<file path="config.mk">
export PLATFORM = sky130hd
export DESIGN_NAME = pwm_cfg_sched
export DESIGN_NICKNAME = d
export VERILOG_FILES = /design/src/rtl/pwm_cfg_sched.sv
export SDC_FILE = /design/constraint.sdc
export NUM_CORES = 1
export LEC_CHECK = 0
export CORE_MARGIN = 2
export CORE_UTILIZATION = 39
export CTS_BUF_LIST = sky130_fd_sc_hd__clkbuf_4 sky130_fd_sc_hd__clkbuf_8 sky130_fd_sc_hd__clkbuf_16
export CTS_CLUSTER_DIAMETER = 30
export DETAILED_ROUTE_END_ITERATION = 6
export GPL_TIMING_DRIVEN = 0
export PLACE_DENSITY = 0.81
export RECOVER_POWER = 50
export SETUP_SLACK_MARGIN = 0.2
export SLEW_MARGIN = 20
export SYNTH_ARGS = -nofsm -noshare
export SYNTH_HDL_FRONTEND = slang
export SYNTH_SLANG_ARGS = --single-unit
export TNS_END_PERCENT = 10
</file>
<file path="constraint.sdc">
create_clock -name clk -period 2.1 [get_ports clk]
set_input_delay 0.42 -clock clk [delete_from_list [all_inputs] [get_ports clk]]
set_output_delay 0.42 -clock clk [all_outputs]
set_load 0.02 [all_outputs]
</file>
<file path="src/rtl/pwm_cfg_sched.sv">
`default_nettype none
// ============================================================================
// Module   : pwm_cfg_sched
// Purpose  : Round-robin scheduler that shares a single PWM configuration bus
//            (d/sel, one write per cycle) among N requesters. Each grant runs
//            as an atomic burst: cmp write, top write, optional counter
//            restart, then a one-cycle ack. A burst can optionally wait for
//            the PWM period boundary before its first write.
// Ports    : clk, rst          - clock, synchronous active-high reset
//            req[N]            - per-requester request, held until ack
//            cmp_in/top_in     - per-requester values, slice i at [i*W +: W]
//            restart[N]        - zero the PWM counter after the top write
//            sync_en           - align burst to pwm_cnt == pwm_top
//            pwm_cnt/pwm_top   - PWM monitor inputs
//            pwm_d/pwm_sel     - PWM config bus (sel 0 idle,1 cmp,2 top,3 cnt)
//            ack[N]            - one-hot one-cycle completion pulse
//            busy, grant_id    - burst in progress and its owner
// Revision : 1.0 - initial release
// ============================================================================
module pwm_cfg_sched #(
  parameter int N = 4,
  parameter int W = 16
) (
  input  logic                 clk,
  input  logic                 rst,
  input  logic [N-1:0]         req,
  input  logic [N*W-1:0]       cmp_in,
  input  logic [N*W-1:0]       top_in,
  input  logic [N-1:0]         restart,
  input  logic                 sync_en,
  input  logic [W-1:0]         pwm_cnt,
  input  logic [W-1:0]         pwm_top,
  output logic [W-1:0]         pwm_d,
  output logic [1:0]           pwm_sel,
  output logic [N-1:0]         ack,
  output logic                 busy,
  output logic [$clog2(N)-1:0] grant_id
);

  localparam int            IW      = $clog2(N);
  localparam logic [IW-1:0] PTR_RST = IW'(N - 1);

  typedef enum logic [2:0] {
    S_IDLE      = 3'd0,
    S_WAIT_SYNC = 3'd1,
    S_WR_CMP    = 3'd2,
    S_WR_TOP    = 3'd3,
    S_WR_CNT    = 3'd4,
    S_ACK       = 3'd5
  } state_t;

  state_t          state_q, state_d;
  logic [IW-1:0]   ptr_q, ptr_d;
  logic [IW-1:0]   gid_q, gid_d;
  logic [W-1:0]    cmp_q, cmp_d;
  logic [W-1:0]    top_q, top_d;
  logic            restart_q, restart_d;

  logic [1:0]      sel_q, sel_d;
  logic [W-1:0]    data_q, data_d;
  logic [N-1:0]    ack_q, ack_d;
  logic            busy_q, busy_d;

  logic            win_found;
  logic [IW-1:0]   win_idx;
  logic [IW-1:0]   cand;

  // Round-robin search starting one past the last winner; the last
  // candidate examined is ptr itself, so a lone requester can win again.
  always_comb begin
    win_found = 1'b0;
    win_idx   = '0;
    cand      = '0;
    for (int k = 1; k <= N; k++) begin
      cand = IW'((int'(ptr_q) + k) % N);
      if (!win_found && req[cand]) begin
        win_found = 1'b1;
        win_idx   = cand;
      end
    end
  end

  // Next-state logic. Request data is captured only at grant so later
  // changes on the requester inputs cannot disturb a burst in flight.
  always_comb begin
    state_d   = state_q;
    ptr_d     = ptr_q;
    gid_d     = gid_q;
    cmp_d     = cmp_q;
    top_d     = top_q;
    restart_d = restart_q;

    unique case (state_q)
      S_IDLE: begin
        if (win_found) begin
          ptr_d     = win_idx;
          gid_d     = win_idx;
          cmp_d     = cmp_in[win_idx*W +: W];
          top_d     = top_in[win_idx*W +: W];
          restart_d = restart[win_idx];
          state_d   = sync_en ? S_WAIT_SYNC : S_WR_CMP;
        end
      end
      S_WAIT_SYNC: begin
        if ((pwm_cnt == pwm_top) || !sync_en) begin
          state_d = S_WR_CMP;
        end
      end
      // cmp always precedes top so a shrinking period never meets a stale,
      // larger compare value.
      S_WR_CMP: state_d = S_WR_TOP;
      S_WR_TOP: state_d = restart_q ? S_WR_CNT : S_ACK;
      S_WR_CNT: state_d = S_ACK;
      S_ACK:    state_d = S_IDLE;
      default:  state_d = S_IDLE;
    endcase
  end

  // Outputs are decoded from the next state and registered, so they line up
  // with the state register and carry no combinational path from inputs.
  always_comb begin
    sel_d  = 2'd0;
    data_d = '0;
    ack_d  = '0;
    busy_d = (state_d != S_IDLE);
    unique case (state_d)
      S_WR_CMP: begin
        sel_d  = 2'd1;
        data_d = cmp_d;
      end
      S_WR_TOP: begin
        sel_d  = 2'd2;
        data_d = top_d;
      end
      S_WR_CNT: begin
        sel_d  = 2'd3;
        data_d = '0;
      end
      S_ACK: begin
        ack_d[gid_d] = 1'b1;
      end
      default: begin
        sel_d  = 2'd0;
      end
    endcase
  end

  always_ff @(posedge clk) begin
    if (rst) begin
      state_q   <= S_IDLE;
      ptr_q     <= PTR_RST;
      gid_q     <= '0;
      cmp_q     <= '0;
      top_q     <= '0;
      restart_q <= 1'b0;
      sel_q     <= 2'd0;
      data_q    <= '0;
      ack_q     <= '0;
      busy_q    <= 1'b0;
    end else begin
      state_q   <= state_d;
      ptr_q     <= ptr_d;
      gid_q     <= gid_d;
      cmp_q     <= cmp_d;
      top_q     <= top_d;
      restart_q <= restart_d;
      sel_q     <= sel_d;
      data_q    <= data_d;
      ack_q     <= ack_d;
      busy_q    <= busy_d;
    end
  end

  assign pwm_sel  = sel_q;
  assign pwm_d    = data_q;
  assign ack      = ack_q;
  assign busy     = busy_q;
  assign grant_id = gid_q;

endmodule
`default_nettype wire

</file>
After elaboration in Yosys (flattened, before gate mapping). Index checks and enable logic that the tools add are counted. W data, S select, Z words.

Bits in registers: 63. Input port bits: 171. Output and inout port bits: 25. Logic and storage cells: 79.

Add/subtract/negate cells: 4. Magnitude comparators: 7. Equal/unequal tests: 9. Shift-type cells: 2. Multiplexer cells: 33. Bitwise logic cells: 1. Reduce and logical (&&, ||, !) cells: 13.

Operators with widths (number): $shiftx A64 B7 Y16 (2); $mux W16 (4); $pmux W16 S2 (1); $lt A2 B3 Y1 const B (6); $eq A16 B16 Y1 (1); $pmux W3 S5 (1); $mux W2 (7); $eq A3 B2 Y1 const B (4); $mux W1 (11); $bmux W1 S2 (5); $eq A3 B3 Y1 const B (3); $mux W3 (2); $pmux W2 S3 (1); $add A2 B1 Y2 const B (2); $add A2 B2 Y2 const B (2); $logic_and A1 B1 Y1 (4); $logic_not A1 Y1 (4); $eq A3 B1 Y1 const B (1); $logic_not A3 Y1 (1); $reduce_bool A3 Y1 (1); $demux W1 S2 (1); $ge A2 B1 Y1 const B (1); $reduce_and A2 Y1 (1); $reduce_or A2 Y1 (1); other kinds (2) (2).

Longest topological paths before layout. Gate-level depths: netlist of the first run.

Depth in word-level cells: 19. Gate-level depth with buffers: 9. Mapped depth without buffers: 6.

Least setup slack after synthesis of the first run. No wires, ideal clock.

Kind: in2reg. Start point: in req[1]. End point: reg data_q[15] (netlist: pwm_d[15]). Library setup time: 124 ps. Data arrival time: 1761 ps. Required time: 1976 ps. Path slack: 215 ps. Cell stages on the path: 8. Path buffers: 3. Path through: or4_4 > and2_4 > buf_6 > nand2b_4 > buf_12 > buf_12 > o221a_2 > o21ai_1.

Longest elaborated chain between the ends: 16. Elaborated cells between the ends (all ways): 33. Those cells by class: eq/ne (2); shift (2); mux (23); reduce/logical (6).

RTL lines: start: declaration (line 26) `input logic [N-1:0] req,`; $bmux W1 S2 (line 76) `if (!win_found && req[cand]) begin`; $mux W1 (implied by the code) (line 76); $mux W1 (line 76); $logic_not A1 Y1 (line 76); $logic_and A1 B1 Y1 (line 76); $mux W1 (line 76); $logic_not A1 Y1 (line 76); $logic_and A1 B1 Y1 (line 76); $mux W1 (line 76); $logic_not A1 Y1 (line 76); $logic_and A1 B1 Y1 (line 76); $mux W2 / $mux W1 (equally long branches) (line 76); $shiftx A64 B7 Y16 (tied with other cells) (line 99) `top_d = top_in[win_idx*W +: W];`; $mux W16 / $pmux W3 S5 (equally long branches) (line 95, 93); $mux W16 / $eq A3 B2 Y1 (equally long branches) (line 93, 126); $pmux W16 S2 (*) (line 126) `unique case (state_d)`; end signal: assignment (line 168) `data_q <= data_d;`; end: declaration (line 60) `logic [W-1:0] data_q, data_d;`.

Mark *: on every way between the ends. The rest lies on a longest branch, timed or not. The select of a mux whose other input is x is not followed. A chain may end at the register's enable or synchronous reset.

Worst setup path in the final report of the first run.
Start point: reg ptr_q[1]. End point: reg data_q[15] (netlist: pwm_d[15]).

Longest elaborated chain between the ends: 17. Elaborated cells between the ends (all ways): 37. Those cells by class: add/sub (4); eq/ne (2); shift (2); mux (23); reduce/logical (6).

RTL lines: start: declaration (line 53) `logic [IW-1:0] ptr_q, ptr_d;`; start signal: assignment (line 162) `ptr_q <= ptr_d;`; $add A2 B1 Y2 (line 75) `cand = IW'((int'(ptr_q) + k) % N);`; $bmux W1 S2 (line 76); $mux W1 (implied by the code) (line 76); $mux W1 (line 76); $logic_not A1 Y1 (line 76); $logic_and A1 B1 Y1 (line 76); $mux W1 (line 76); $logic_not A1 Y1 (line 76); $logic_and A1 B1 Y1 (line 76); $mux W1 (line 76); $logic_not A1 Y1 (line 76); $logic_and A1 B1 Y1 (line 76); $mux W2 / $mux W1 (equally long branches) (line 76); $shiftx A64 B7 Y16 (tied with other cells) (line 99); $mux W16 / $pmux W3 S5 (equally long branches) (line 95, 93); $mux W16 / $eq A3 B2 Y1 (equally long branches) (line 93, 126); $pmux W16 S2 (*) (line 126).

Marked as above.

==> impl_results.md, run 1 <==
* DIE AREA at roughly 0.0097 mm^2
* Syn Nets at between 500 and 600
* Crit Path Max Fanout at 7
* Setup TNS at 0 ns
* IO Pins at between 150 and 200
* Combinational group share of total power at between 40% and 50%
* Critical path type: register to register
* Cell Area, Synth at 0.00347 mm^2
* Pwr/cell area at roughly 760 mW/mm^2
* Nets at around 760
* Max incr delay on CP at 0.32 ns
* Worst hold path type: register to register
* Final Hold Viols at 0
* Stages on worst setup path at 9
* Simple-gate share of the synthesized area at ~17%
* Post-synth EDFFs at 0
* Critical path's slowest cell: dfxtp_2
* Rel. slew slack at ~65%
* Crit path max-delay family: compound AO/OA/AOI/OAI gates
* DRT iter0 DRCs at between 100 and 150
* Die X at roughly 98 um
* DR pass1 iterations at 4
* H-tree depth at 3
* Num Clock Sinks at 63
* Layout Area Growth over Synthesis at 76.8%
* Tot GR Track Use at about a quarter
* Final setup viols at 0
* Worst path bufs/invs at 3
* CTS tree: yes
* Final Skew at around 0.0084 ns
* Sequential Power Share at 32.0%
* Run status: completed
* Detailed-route wire length per cell at ~18 um
* Max Clock Freq at 0.497 GHz
* Synth Area in Compound Gates at 16.1%
* CP arrival at 2.23 ns
* Most used cell along the critical path: mux2i_1
* Area of the core at 0.00868 mm^2
* DRC at 0
* Sequential element share of the synthesized area at 36.3%
* Vias in the first global route at ~3800
* Max IR drop VDD at 0.409 mV
* Fin crit share at 95.8%
* Max Slew Vio Count at 0
* # Max-Cap Violations at 0
* Syn_area_per_cell at roughly 9.6 um^2
* Worst R2R Setup Slack at approximately 0.088 ns
* Clock root cell: clkbuf_8
* CP cell instances: buf_6 > mux2i_1 > o22ai_1 > nor2_4 > buf_12 > buf_4 > mux2i_1 > o221a_4 > o21ai_1
* Share of cells above drive strength 1 at approximately a fifth
* Fin worst setup slack at 0.0875 ns
* Vias at roughly 3700
* Post-synthesis mux area share at between 20 and 25%
* Switch Pwr at about 1.6 mW
* Net Sw Frac at roughly a third
* Synth Register Bits at 63
* Total Routed Length at roughly 12000 um
* Hold_sp: top_q[1]
* Initial Util at approximately 40%
* P_int at 3.11 mW
* CP Capture Type: register
* Synthesized instance count at about 360
* TritonCTS buffer count at 9
* Place WS at -0.516 ns
* Final min period at between 2 and 2.5 ns
* GPL Wtd Cong at 0.897
* Crit path from: ptr_q[1]
* Async SR Flop Fraction at 0%
* First-pass GRT wire length at 18300 um
* RSZ-0062 raised after global routing: true
* Post-synthesis xor/xnor area fraction at a little over 4%
* # rows at 34
* Final ANT Viol Nets at 0
* Fill cell count at a little under 700
* Main combinational cell family by area after synthesis: multiplexers
* Die Span Y at between 90 and 100 um
* Via/cell ratio at around 5.3
* Number of synthesis warnings at 0
* Worst skew pair latency at ~0.35 ns
* Clock share of power at about 20%
* Initial antenna violation count at 0
* Leakage at approximately 2.7 nW
* Synth Area in Adders at 0%
* Deepest clock path buffer count at 2
* Worst slew pin tran at roughly 0.53 ns
* Netlist cell types at 49
* Cts hold-fix bufs at 0
* Worst r2r src: ptr_q[1]
* Port Buffers at between 150 and 200
* Leading cell type in the layout, fill and taps excluded: clkdlybuf4s50_1
* Largest net degree at the start of global routing at 11
* Total grt overflow at 0
* Clk pin slew, worst setup/hold paths at around 0.07 ns
* Post-synth top flop: dfxtp_1
* CP endpoint: pwm_d[15]
* Worst-case reg-to-reg path depth at 9
* RR Endpoint: pwm_d[15]
* Critical Path Start Type: register
* Commonest cells after routing, fill and taps aside: clkdlybuf4s50_1 (133), nand2_1 (70), dfxtp_1 (62)
* WP data required at ~2.3 ns
* Inserted Diodes at 0
* Hpwl dp at 9050 um
==> area by class of cell <==
| type | instances | area (um^2) | area share [%] |
|---|---|---|---|
| multi-input combinational | 271 | 2070 | 33.6 |
| timing repair buffer | 216 | 2250 | 36.6 |
| clock buffer | 11 | 145 | 2.36 |
| buffer | 26 | 250 | 4.07 |
| sequential | 63 | 1260 | 20.6 |
| inverter | 3 | 11.3 | 0.183 |
| tap | 108 | 135 | 2.20 |
| clock inverter | 4 | 22.5 | 0.367 |
==> worst min-delay path by stage <==
stage / endpoint / slack (ns) / cells past startpoint
floorplan: pwm_d[7] / 0.42 / 2
global placement: pwm_d[5] / 0.44 / 2
detailed placement: pwm_d[0] / 0.44 / 2
CTS: top_q[4] / 0.46 / 2
global route: top_q[14] / 0.48 / 2
finish: pwm_d[1] / 0.46 / 2
==> tightest hold or removal path, cell delays in order, from the launching register on <==
cell and delay, ns:
dfxtp_1 0.31, nand2_1 0.06, o21ai_1 0.05
==> metrics by stage <==
step	cell area, um^2	power, mW	hold slack [ns]	cells	util (%)
2_1_floorplan	3470	2.76	0.422	363	-
3_3_place_gp	5550	3.44	0.443	665	64.0
6_report	6140	4.69	0.459	702	70.8
4_1_cts	5920	4.58	0.456	696	68.2
3_5_place_dp	5550	3.50	0.445	665	64.0
5_1_grt	6140	4.90	0.480	702	70.8
==> Yosys cell counts, types with 2 or more instances <==
library cell,count,area (um^2)
nand2_1,71,267
dfxtp_1,63,1260
mux2i_1,33,330
nor2_1,28,105
a21oi_1,26,130
mux4_2,16,360
o21ai_1,16,80.1
xor2_1,16,140
o221a_2,13,146
buf_6,7,78.8
clkbuf_1,7,26.3
buf_4,5,37.5
nor3_1,4,20.0
nor4_1,4,25.0
o21ai_0,4,20.0
buf_2,3,15.0
inv_1,3,11.3
nand2b_1,3,18.8
nand3_1,3,15.0
o221a_4,3,60.1
buf_1,2,7.51
buf_12,2,40.0
nand3b_1,2,15.0
nand4_1,2,12.5
nor2b_1,2,12.5
o22ai_2,2,25.0
==> power groups by stage <==
| stage | sequential (mW) | clock (mW) | combinational [mW] |
|---|---|---|---|
| 3_3_place_gp | 1.52 | 0 | 1.93 |
| 4_1_cts | 1.50 | 0.935 | 2.15 |
| 3_5_place_dp | 1.52 | 0 | 1.98 |
| 6_report | 1.50 | 0.931 | 2.26 |
| 5_1_grt | 1.52 | 0.972 | 2.41 |
| 2_1_floorplan | 1.57 | 0 | 1.20 |
==> metal layers <==
| metal | wire (um) | track usage [%] | up-vias | share of wire [%] |
|---|---|---|---|---|
| met5 | 0 | 0 | - | 0 |
| met4 | 293 | 10.1 | 0 | 2.4 |
| met3 | 898 | 6.08 | 30 | 7.2 |
| met2 | 6590 | 43.6 | 169 | 53 |
| met1 | 4670 | 26.5 | 1755 | 37 |
| li1 | - | - | 1751 | - |
==> registers in the layout (all words and copies together), names as in the netlist <==
signal,flops
pwm_sel,2
ack,4
top_q,16
state_q,3
busy,1
cmp_q,16
ptr_q,2
grant_id,2
restart_q,1
pwm_d,16
==> timing repair <==
action / in CTS / in global routing
pin swaps: 11 / 15
cloned: 1 / 2
setup buffers: 15 / 4
resized for setup: 28 / 44
setup endpoints to repair: 59 / 58
==> logic make-up (layout without fill, tap and decap cells) <==
kind of cell	after synthesis	after routing
buf+inv	29	260
xor+xnor	16	16
simple gates	131	131
flops	63	63
mux	50	50
compound gates	74	74
Power figures use the tool's default switching activity.
==> run 2, diff against run 1 <==
--- a/config.mk
+++ b/config.mk
@@ -5,7 +5,8 @@
 export SDC_FILE = /design/constraint.sdc
 export NUM_CORES = 1
 export LEC_CHECK = 0
-export CORE_MARGIN = 2
+export CORE_ASPECT_RATIO = 2
+export CORE_MARGIN = 5
 export CORE_UTILIZATION = 39
 export CTS_BUF_LIST = sky130_fd_sc_hd__clkbuf_4 sky130_fd_sc_hd__clkbuf_8 sky130_fd_sc_hd__clkbuf_16
 export CTS_CLUSTER_DIAMETER = 30
==> impl_results.md, run 2 (synthesis gave the netlist of run 1 again) <==
* Num Clock Sinks at 63 (unchanged)
* Max Slew Vio Count at 0 (unchanged)
* Hpwl dp at 9850 um (+8.9%)
* Critical Path Start Type: register
* Clk pin slew, worst setup/hold paths at 0.05 ns (-0.02 ns)
* Pwr/cell area at 830 mW/mm^2 (+8.7%)
* Crit Path Max Fanout at 10 (+3)
* Leakage at 2.54 nW (-7.2%)
* Met2 routed WL at 7690 um (+17%)
* H-tree depth at 3 (unchanged)
* # rows at 48 (+41%)
* Vias in the first global route at 4020 (+5.3%)
* CP endpoint: cmp_q[5]
* Commonest cells after routing, fill and taps aside: clkdlybuf4s50_1 (159), nand2_1 (70), dfxtp_1 (63)
* Port Buffers at 194 (unchanged)
* Worst slew pin tran at 0.513 ns (-0.0136 ns)
* Cts hold-fix bufs at 0 (unchanged)
* Die X at 76.7 um (-22%)
* First-pass GRT wire length at 19700 um (+7.6%)
* Crit path from: ptr_q[1]
* Largest net degree at the start of global routing at 11 (unchanged)
* Place WS at -0.529 ns (-0.0125 ns)
* Initial Util at 40.2% (+0.14 points)
* # Max-Cap Violations at 0 (unchanged)
* DRT iter0 DRCs at 184 (+55%)
* Top routing layer in use: met4
* DRT met1 WL at 4060 um (-13%)
* RSZ-0062 raised after global routing: true
* Share of cells above drive strength 1 at 20.9% (+1.7 points)
* DIE AREA at 0.0110 mm^2 (+14%)
* Nets at 762 (+0.13%)
* DR pass1 iterations at 5 (+1)
* CP arrival at 2.20 ns (-0.03 ns)
* Setup TNS at 0 ns (unchanged)
* Worst r2r src: ptr_q[1]
* Final setup viols at 0 (unchanged)
* Worst R2R Setup Slack at 0.09 ns (about the same)
* Final Hold Viols at 0 (unchanged)
* Final min period at 2.01 ns (+0.00163 ns)
* GPL Wtd Cong at 0.831 (-7.4%)
* DR WL met3 at 793 um (-12%)
* Max IR drop VDD at 0.610 mV (+49%)
* Initial antenna violation count at 0 (unchanged)
* Layout Area Growth over Synthesis at 78.7%
* Final ANT Viol Nets at 0 (unchanged)
* Deepest clock path buffer count at 2 (unchanged)
* Worst hold path type: register to register
* Vias at 3719 (+0.38%)
* Max Clock Freq at 0.496 GHz (about the same)
* Area of the core at 0.00865 mm^2 (-0.35%)
* Worst-case reg-to-reg path depth at 9 (unchanged)
* Leading cell type in the layout, fill and taps excluded: clkdlybuf4s50_1
* Worst skew pair latency at 0.32 ns (-0.03 ns)
* DRC at 0 (unchanged)
* Detailed-route wire length per cell at 19.1 um (+7.6%)
* Total Routed Length at 13200 um (+6.4%)
* CP Capture Type: register
* Final Skew at 0.00564 ns (-0.00279 ns)
* Power, Total at 5.16 mW (+9.9%)
* Die Span Y at 143 um (+46%)
* RR Endpoint: cmp_q[5]
* Inserted Diodes at 0 (unchanged)
* Fin crit share at 95.9% (about the same)
* TritonCTS buffer count at 9 (unchanged)
* Fin worst setup slack at 0.0859 ns (-0.00163 ns)
* Clock root cell: clkbuf_16
* Total grt overflow at 0 (unchanged)
* CTS tree: yes
* Hold path depth at 2 (unchanged)
* Rel. slew slack at 65.8% (+0.83 points)
* Critical path type: register to register
* Via/cell ratio at 5.36 (+1.5%)
* Run status: completed
* WP data required at 2.29 ns (-0.03 ns)
* IO Pins at 196 (unchanged)
* Tot GR Track Use at 22.7% (-1.4 points)
[run 2: cell count changes in the layout (fill, tap and decap cells not counted), sizes merged]
cell / change
dlygate4sd2: -1
buf: +3
clkinv: -2
clkinvlp: -1
dlymetal6s2s: -25
clkdlybuf4s50: +26
[run 2: final cells by class]
class	count	area, um^2
buffer	26	233
clock buffer	13	268
multi-input combinational	271	2130
timing repair buffer	217	2170
fill	650	2440
tap	100	125
inverter	3	11.3
clock inverter	1	5.00
sequential	63	1260
[run 2: worst min-delay path by stage]
stage / from / endpoint / slack, ns
3_5_place_dp: top_q[14] / pwm_d[14] / 0.44
6_report: top_q[0] / pwm_d[0] / 0.46
4_1_cts: top_q[0] / top_q[0] / 0.45
3_3_place_gp: top_q[3] / pwm_d[3] / 0.44
2_1_floorplan: top_q[7] / pwm_d[7] / 0.42
5_1_grt: top_q[0] / top_q[0] / 0.47
[run 2: per-stage QoR]
stage                     hold WS, ns  cells  area, um^2  util, %
final                           0.455    694        6210     71.8
after global routing            0.472    694        6210     71.8
after CTS                       0.455    685        6050     70.0
after detailed placement        0.439    657        5540     64.1
after global placement          0.438    657        5540     64.1
after floorplan                 0.422    363        3470        -
[run 2: power by group]
group / internal [mW] / switching (mW) / total [mW] / leakage (nW)
sequential: 1.41 / 0.0949 / 1.50 / 0.518
combinational: 1.26 / 1.05 / 2.31 / 1.89
clock: 0.872 / 0.475 / 1.35 / 0.138
[run 2: repair_timing]
item	4_1_cts	5_1_grt
setup buffers	12	8
gates resized for setup	34	22
endpoints found under the setup margin	59	56
pin swaps	10	10
gates cloned	2	1
[run 2: per-layer routing]
metal  vias up  global-route usage [%]
met2       174                    44.1
met4         0                    14.7
met3        43                    4.77
li1       1755                       -
met1      1747                    20.5
met5         -                       0
[run 2: critical path, cell delays in order (launching register included)]
cell     delay, ns
dfxtp_1       0.32
buf_6         0.13
mux2i_2       0.21
o22ai_2       0.13
nor2_4        0.14
buf_12        0.14
buf_6         0.18
mux2i_1       0.30
o221a_4       0.27
nor2_1        0.05
==> run 3, diff against run 2 <==
--- a/config.mk
+++ b/config.mk
@@ -12,6 +12,7 @@
 export CTS_CLUSTER_DIAMETER = 30
 export DETAILED_ROUTE_END_ITERATION = 6
 export GPL_TIMING_DRIVEN = 0
+export HOLD_SLACK_MARGIN = 0.02
 export PLACE_DENSITY = 0.81
 export RECOVER_POWER = 50
 export SETUP_SLACK_MARGIN = 0.2
==> results of run 3 <==
Final layout, timing and power as in run 2 (identical DEF).
==> edit 1: new RTL, config.mk and constraints of run 3 <==
The 6 states of `state_t` get a Gray code encoding in 3 bits.
--- a/src/rtl/pwm_cfg_sched.sv
+++ b/src/rtl/pwm_cfg_sched.sv
@@ -42,10 +42,10 @@
 
   typedef enum logic [2:0] {
-    S_IDLE      = 3'd0,
-    S_WAIT_SYNC = 3'd1,
-    S_WR_CMP    = 3'd2,
-    S_WR_TOP    = 3'd3,
-    S_WR_CNT    = 3'd4,
-    S_ACK       = 3'd5
+    S_IDLE      = 3'b000,
+    S_WAIT_SYNC = 3'b001,
+    S_WR_CMP    = 3'b011,
+    S_WR_TOP    = 3'b010,
+    S_WR_CNT    = 3'b110,
+    S_ACK       = 3'b111
   } state_t;
 
Check against the original RTL: no difference found for any inputs over 4 cycles, from zero or initial values and one cycle with rst high; so few cycles prove little.
==> edit 1 against run 3 <==
Area after synthesis rose by 3.7%; power decreased by 2.5%; design area rose by 7.1%; wire length up 9.6%; critical path depth down 1; count of clock-buffer cells in the layout down 1; die area increased by 3.4%; setup slack got worse by 0.026 ns; sequential cell count unchanged; critical endpoint is now top_q[9]$_SDFF_PP0_; combinational power is 19% lower.
==> edit 1: results (changes against run 3) <==
| Group | Result | Reported | Delta |
|:---|:---|:---|:---|
| hold path | Endpoint of the worst hold-timing path | top_q[2]$_SDFF_PP0_ | was pwm_d[0]$_SDFF_PP0_ |
| routing | DR iter-0 viols | 186 | was 184 |
| placed design | Total instance count after detailed placement | 681 | was 657 |
| synthesis | Synth area leaders | dfxtp_1, mux2i_1, nand2_1 | was dfxtp_1, mux4_2, mux2i_1 |
| power and ir drop | Flop pwr share | 28.1% | was 29.1% |
| worst setup path | Length in cells of the worst reg-to-reg path | 8 | was 9 |
| power and ir drop | Clk pwr share | 34.5% | was 26.1% |
| grt | Via count of the first global-routing pass | 4298 | was 4020 |
| run status | Status | complete, no violations | unchanged |
| timing | Max Clock Skew | 0.004991 ns | was 0.005636 ns |
| placed design | Placer Congestion | 0.9081 | was 0.8307 |
| power and ir drop | Power consumed by combinational cells | 1.88 mW | was 2.31 mW |
| worst setup path | Max Fanout on Critical Path | 7 | was 10 |
| synthesis | Area fraction in compound gates after synthesis | 19.37% | was 16.07% |
| power and ir drop | Maximum ir drop on the vdd rail | 0.5494 mV | was 0.6098 mV |
| routing | M1 WL | 4.584 mm | was 4.061 mm |
| worst setup path | Data arrival, critical path | 2.24 ns | was 2.20 ns |
| grt | Met2 capacity usage during global routing | 45.60% | was 44.06% |
| placed design | HPWL reported at the end of detailed placement | 10.29 mm | was 9.849 mm |
| synthesis | Top post-synthesis cells by count | dfxtp_1, nand2_1, mux2i_1 | was nand2_1, dfxtp_1, mux2i_1 |
| clock network | Count of buffers added by post-CTS timing repair for setup | 26 | was 12 |
| hold path | Hold wc startpoint | top_q[2]$_SDFF_PP0_ | was top_q[0]$_SDFF_PP0_ |
| placed design | Area after DPL | 5673 µm² | was 5540 µm² |
| grt | Gr usage total | 22.86% | was 22.67% |
| grt | Global-route wire length before repair | 20.75 mm | was 19.69 mm |
| synthesis | Average footprint of a synthesized cell | 9.360 µm² | was 9.568 µm² |
| power and ir drop | LEAKAGE | 2.688 nW | was 2.542 nW |
| timing | Least-Margin Pin Slew | 0.5743 ns | was 0.5127 ns |
| cells and area | Final #Nets | 793 | was 762 |
| synthesis | Sequential element share of the synthesized area | 35.00% | was 36.31% |
| timing | Worst path setup slack after routing | 0.05987 ns | was 0.08589 ns |
| cells and area | Filler Cell Count | 609 | was 650 |
| clock network | Resized Gates After CTS | 71 | was 34 |
| worst setup path | Capturing instance or port of the critical path | top_q[9]$_SDFF_PP0_ | was cmp_q[5]$_SDFF_PP0_ |
| placed design | Setup WS pre-CTS | -0.6887 ns | was -0.5288 ns |
| synthesis | Number of nets in the synthesized netlist | 556 | was 534 |
| cells and area | Post-layout instance count excluding filler cells | 728 | was 694 |
| power and ir drop | Cell Int Power | 3.598 mW | was 3.535 mW |
| cells and area | Proportion of layout cells with a drive suffix above 1 | 22.36% | was 20.88% |
| routing | Wire per inst | 19.95 µm | was 19.09 µm |
| grt | Met3 usage in global routing | 5.266% | was 4.768% |
-- edit 1: changes by cell type in the layout (fill, tap and decap cells not counted), moves of 11 or more --
cell,change
a22o_1,+15
nand2_1,-16
mux2i_1,+11
nor2_1,-15
mux4_2,-16
clkdlybuf4s15_1,+20
nor2b_1,+16
o211ai_1,+17
xor2_1,-16
mux2_2,+15
clkdlybuf4s50_1,-26
xnor2_1,+16
-- edit 1: area by class of cell --
type | count | area [µm²] | area share, %
tap | 102 | 127.6 | 1.919
buffer | 31 | 286.5 | 4.309
clock buffer | 12 | 260.3 | 3.914
sequential | 63 | 1261 | 18.97
multi-input combinational | 287 | 2369 | 35.62
inverter | 4 | 15.01 | 0.2258
timing repair buffer | 226 | 2240 | 33.68
clock inverter | 3 | 90.09 | 1.355
-- edit 1: critical path: cells and delay by family (launching register included) --
| family | cells | cell delay, ns |
|---|---|---|
| multiplexers | 1 | 0.36 |
| flip-flops | 1 | 0.32 |
| AO/OA/AOI/OAI | 4 | 0.80 |
| buffers and inverters | 3 | 0.43 |
==> edit 2: new RTL, settings of run 3 <==
Made on the original files. The parameter `N` goes from 4 to 2.
--- a/src/rtl/pwm_cfg_sched.sv
+++ b/src/rtl/pwm_cfg_sched.sv
@@ -19,5 +19,5 @@
 // ============================================================================
 module pwm_cfg_sched #(
-  parameter int N = 4,
+  parameter int N = 2,
   parameter int W = 16
 ) (
Ports: changed (6 resized); port bits go from 196 to 125. The function was not compared with the original's and may differ.
==> edit 2 against run 3 <==
Sequential cell count is 4 lower; setup slack better by 0.12 ns; area after synthesis is 22% lower; critical path depth is 1 lower; wire length is 38% lower; clock skew is 0.0012 ns lower; non-clock buffer count is 91 lower; design area is 28% lower; critical path type unchanged; power is 20% lower.
==> edit 2: results (changes against run 3) <==
| Group | Result | Reported | Delta |
|:---|:---|:---|:---|
| run status | Status | complete, no violations | unchanged |
| synthesis | Number of nets in the synthesized netlist | 409 | was 534 |
| synthesis | Cell type with the largest total area after synthesis | dfxtp_1 | unchanged |
| cells and area | Final #Nets | 550 | was 762 |
| grt | Global-route wire length before repair | 12.85 mm | was 19.69 mm |
| routing | Wire per inst | 15.26 µm | was 19.09 µm |
| timing | Least-Margin Pin Slew | 0.4798 ns | was 0.5127 ns |
| hold path | Endpoint of the worst hold-timing path | top_q[6]$_SDFF_PP0_ | was pwm_d[0]$_SDFF_PP0_ |
| routing | First-pass DRT Iterations | 4 | was 5 |
| worst setup path | Reg2reg end | pwm_d[3]$_SDFF_PP0_ | was cmp_q[5]$_SDFF_PP0_ |
| grt | Antenna violations before repair | 0 | unchanged |
| placed design | Port buffer count | 124 | was 194 |
| worst setup path | Register-to-register setup slack | 0.20 ns | was 0.09 ns |
| power and ir drop | Maximum ir drop on the vdd rail | 0.4937 mV | was 0.6098 mV |
| power and ir drop | Power share of the combinational group | 30.0% | was 44.7% |
| hold path | Hold wc startpoint | top_q[6]$_SDFF_PP0_ | was top_q[0]$_SDFF_PP0_ |
| worst setup path | Data arrival, critical path | 2.14 ns | was 2.20 ns |
| placed design | Placer Congestion | 0.8280 | was 0.8307 |
| power and ir drop | Cell Int Power | 2.928 mW | was 3.535 mW |
| power and ir drop | LEAKAGE | 1.906 nW | was 2.542 nW |
| grt | Gr usage total | 19.66% | was 22.67% |
| timing | Final hold slack | 0.4784 ns | was 0.4550 ns |
| routing | Number of vias per cell after detailed routing | 4.987 | was 5.359 |
| worst setup path | Length in cells of the worst reg-to-reg path | 8 | was 9 |
| power and ir drop | Clk pwr share | 37.0% | was 26.1% |
| worst setup path | Master of the slowest instance on the critical path | or3_1 | was dfxtp_1 |
| synthesis | Synth area leaders | dfxtp_1, nor2_1, mux2i_1 | was dfxtp_1, mux4_2, mux2i_1 |
| worst setup path | Startpoint of the lowest-slack register-to-register path | state_q[1]$_SDFF_PP0_ | was ptr_q[1]$_SDFFE_PP1P_ |
| placed design | HPWL reported at the end of detailed placement | 6.088 mm | was 9.849 mm |
| synthesis | Top post-synthesis cells by count | dfxtp_1, nor2_1, a21oi_1 | was nand2_1, dfxtp_1, mux2i_1 |
| worst setup path | Top Family by Delay on Critical Path | simple AND/OR/NAND/NOR gates | was multiplexers |
| synthesis | Unique masters post-synth | 37 | was 49 |
| timing | Max Clock Skew | 0.004442 ns | was 0.005636 ns |
edit 2: changes by cell type after synthesis, moves of 14 or more:
cell | run 3 | this run
nor2_1 | 28 | 57
mux4_2 | 16 | 0
nand2_1 | 71 | 4
o21ai_1 | 16 | 0
or3_1 | 1 | 16
xor2_1 | 16 | 1
a211oi_1 | 1 | 16
xnor2_1 | 0 | 17
o22ai_1 | 0 | 14
mux2i_1 | 33 | 18
edit 2: cell type report:
class,instances,area (µm²)
Fill cell,589,2354
Buffer,22,158.9
Timing Repair Buffer,130,1281
Tap cell,90,112.6
Multi-Input combinational cell,209,1373
Clock inverter,6,80.08
Clock buffer,10,232.7
Inverter,16,60.06
Sequential cell,59,1181
edit 2: per-stage QoR:
step / setup WS, ns / total power, mW / area [µm²] / util (%) / std cells
after detailed placement: -0.3972 / 2.540 / 4060 / 59.42 / 520
after global placement: -0.3731 / 2.509 / 4060 / 59.42 / 520
after CTS: 0.2020 / 4.122 / 4457 / 65.23 / 540
final: 0.2021 / 4.102 / 4479 / 65.56 / 542
after floorplan: 0.4971 / 2.053 / 2706 / - / 306
after global routing: 0.08644 / 4.300 / 4479 / 65.56 / 542
edit 2: worst register-to-register path, delay by kind of cell (launching register included):
family,cells,cell delay (ns)
simple gates,3,0.68
buf+inv,3,0.51
compound gates,2,0.34
flops,1,0.29
edit 2: repair_timing:
action	4_1_cts	5_1_grt
endpoints found under the hold margin	0	0
endpoints found under the setup margin	37	38
pin swaps	4	5
setup buffers	4	2
resized for setup	12	8
edit 2: worst max-delay path by stage:
stage	startpoint	to	slack [ns]	depth (start not counted)
final	state_q[1]$_SDFF_PP0_	pwm_d[3]$_SDFF_PP0_	0.20	8
after global routing	rst	top_q[5]$_SDFF_PP0_	0.09	4
after CTS	pwm_cnt[8]	pwm_d[11]$_SDFF_PP0_	0.20	7
after detailed placement	req[1]	pwm_d[13]$_SDFF_PP0_	-0.40	8
after global placement	req[1]	pwm_d[13]$_SDFF_PP0_	-0.37	8
after floorplan	pwm_top[15]	pwm_d[11]$_SDFF_PP0_	0.50	6
edit 2: cells by family after synthesis:
kind of cell / after synthesis / share of synthesized area [%]
DFF: 59 / 43.64
buffers and inverters: 38 / 7.674
muxes: 18 / 6.657
and+or+nand+nor: 106 / 19.65
xor gates and xnor gates: 18 / 5.825
AOI/OAI and AO/OA: 67 / 16.55
edit 2: layer usage:
metal	wire [µm]	GRT usage [%]
met3	956	7.018
met1	2932	19.99
met5	0	0
met2	4213	34.40
met4	170	8.851
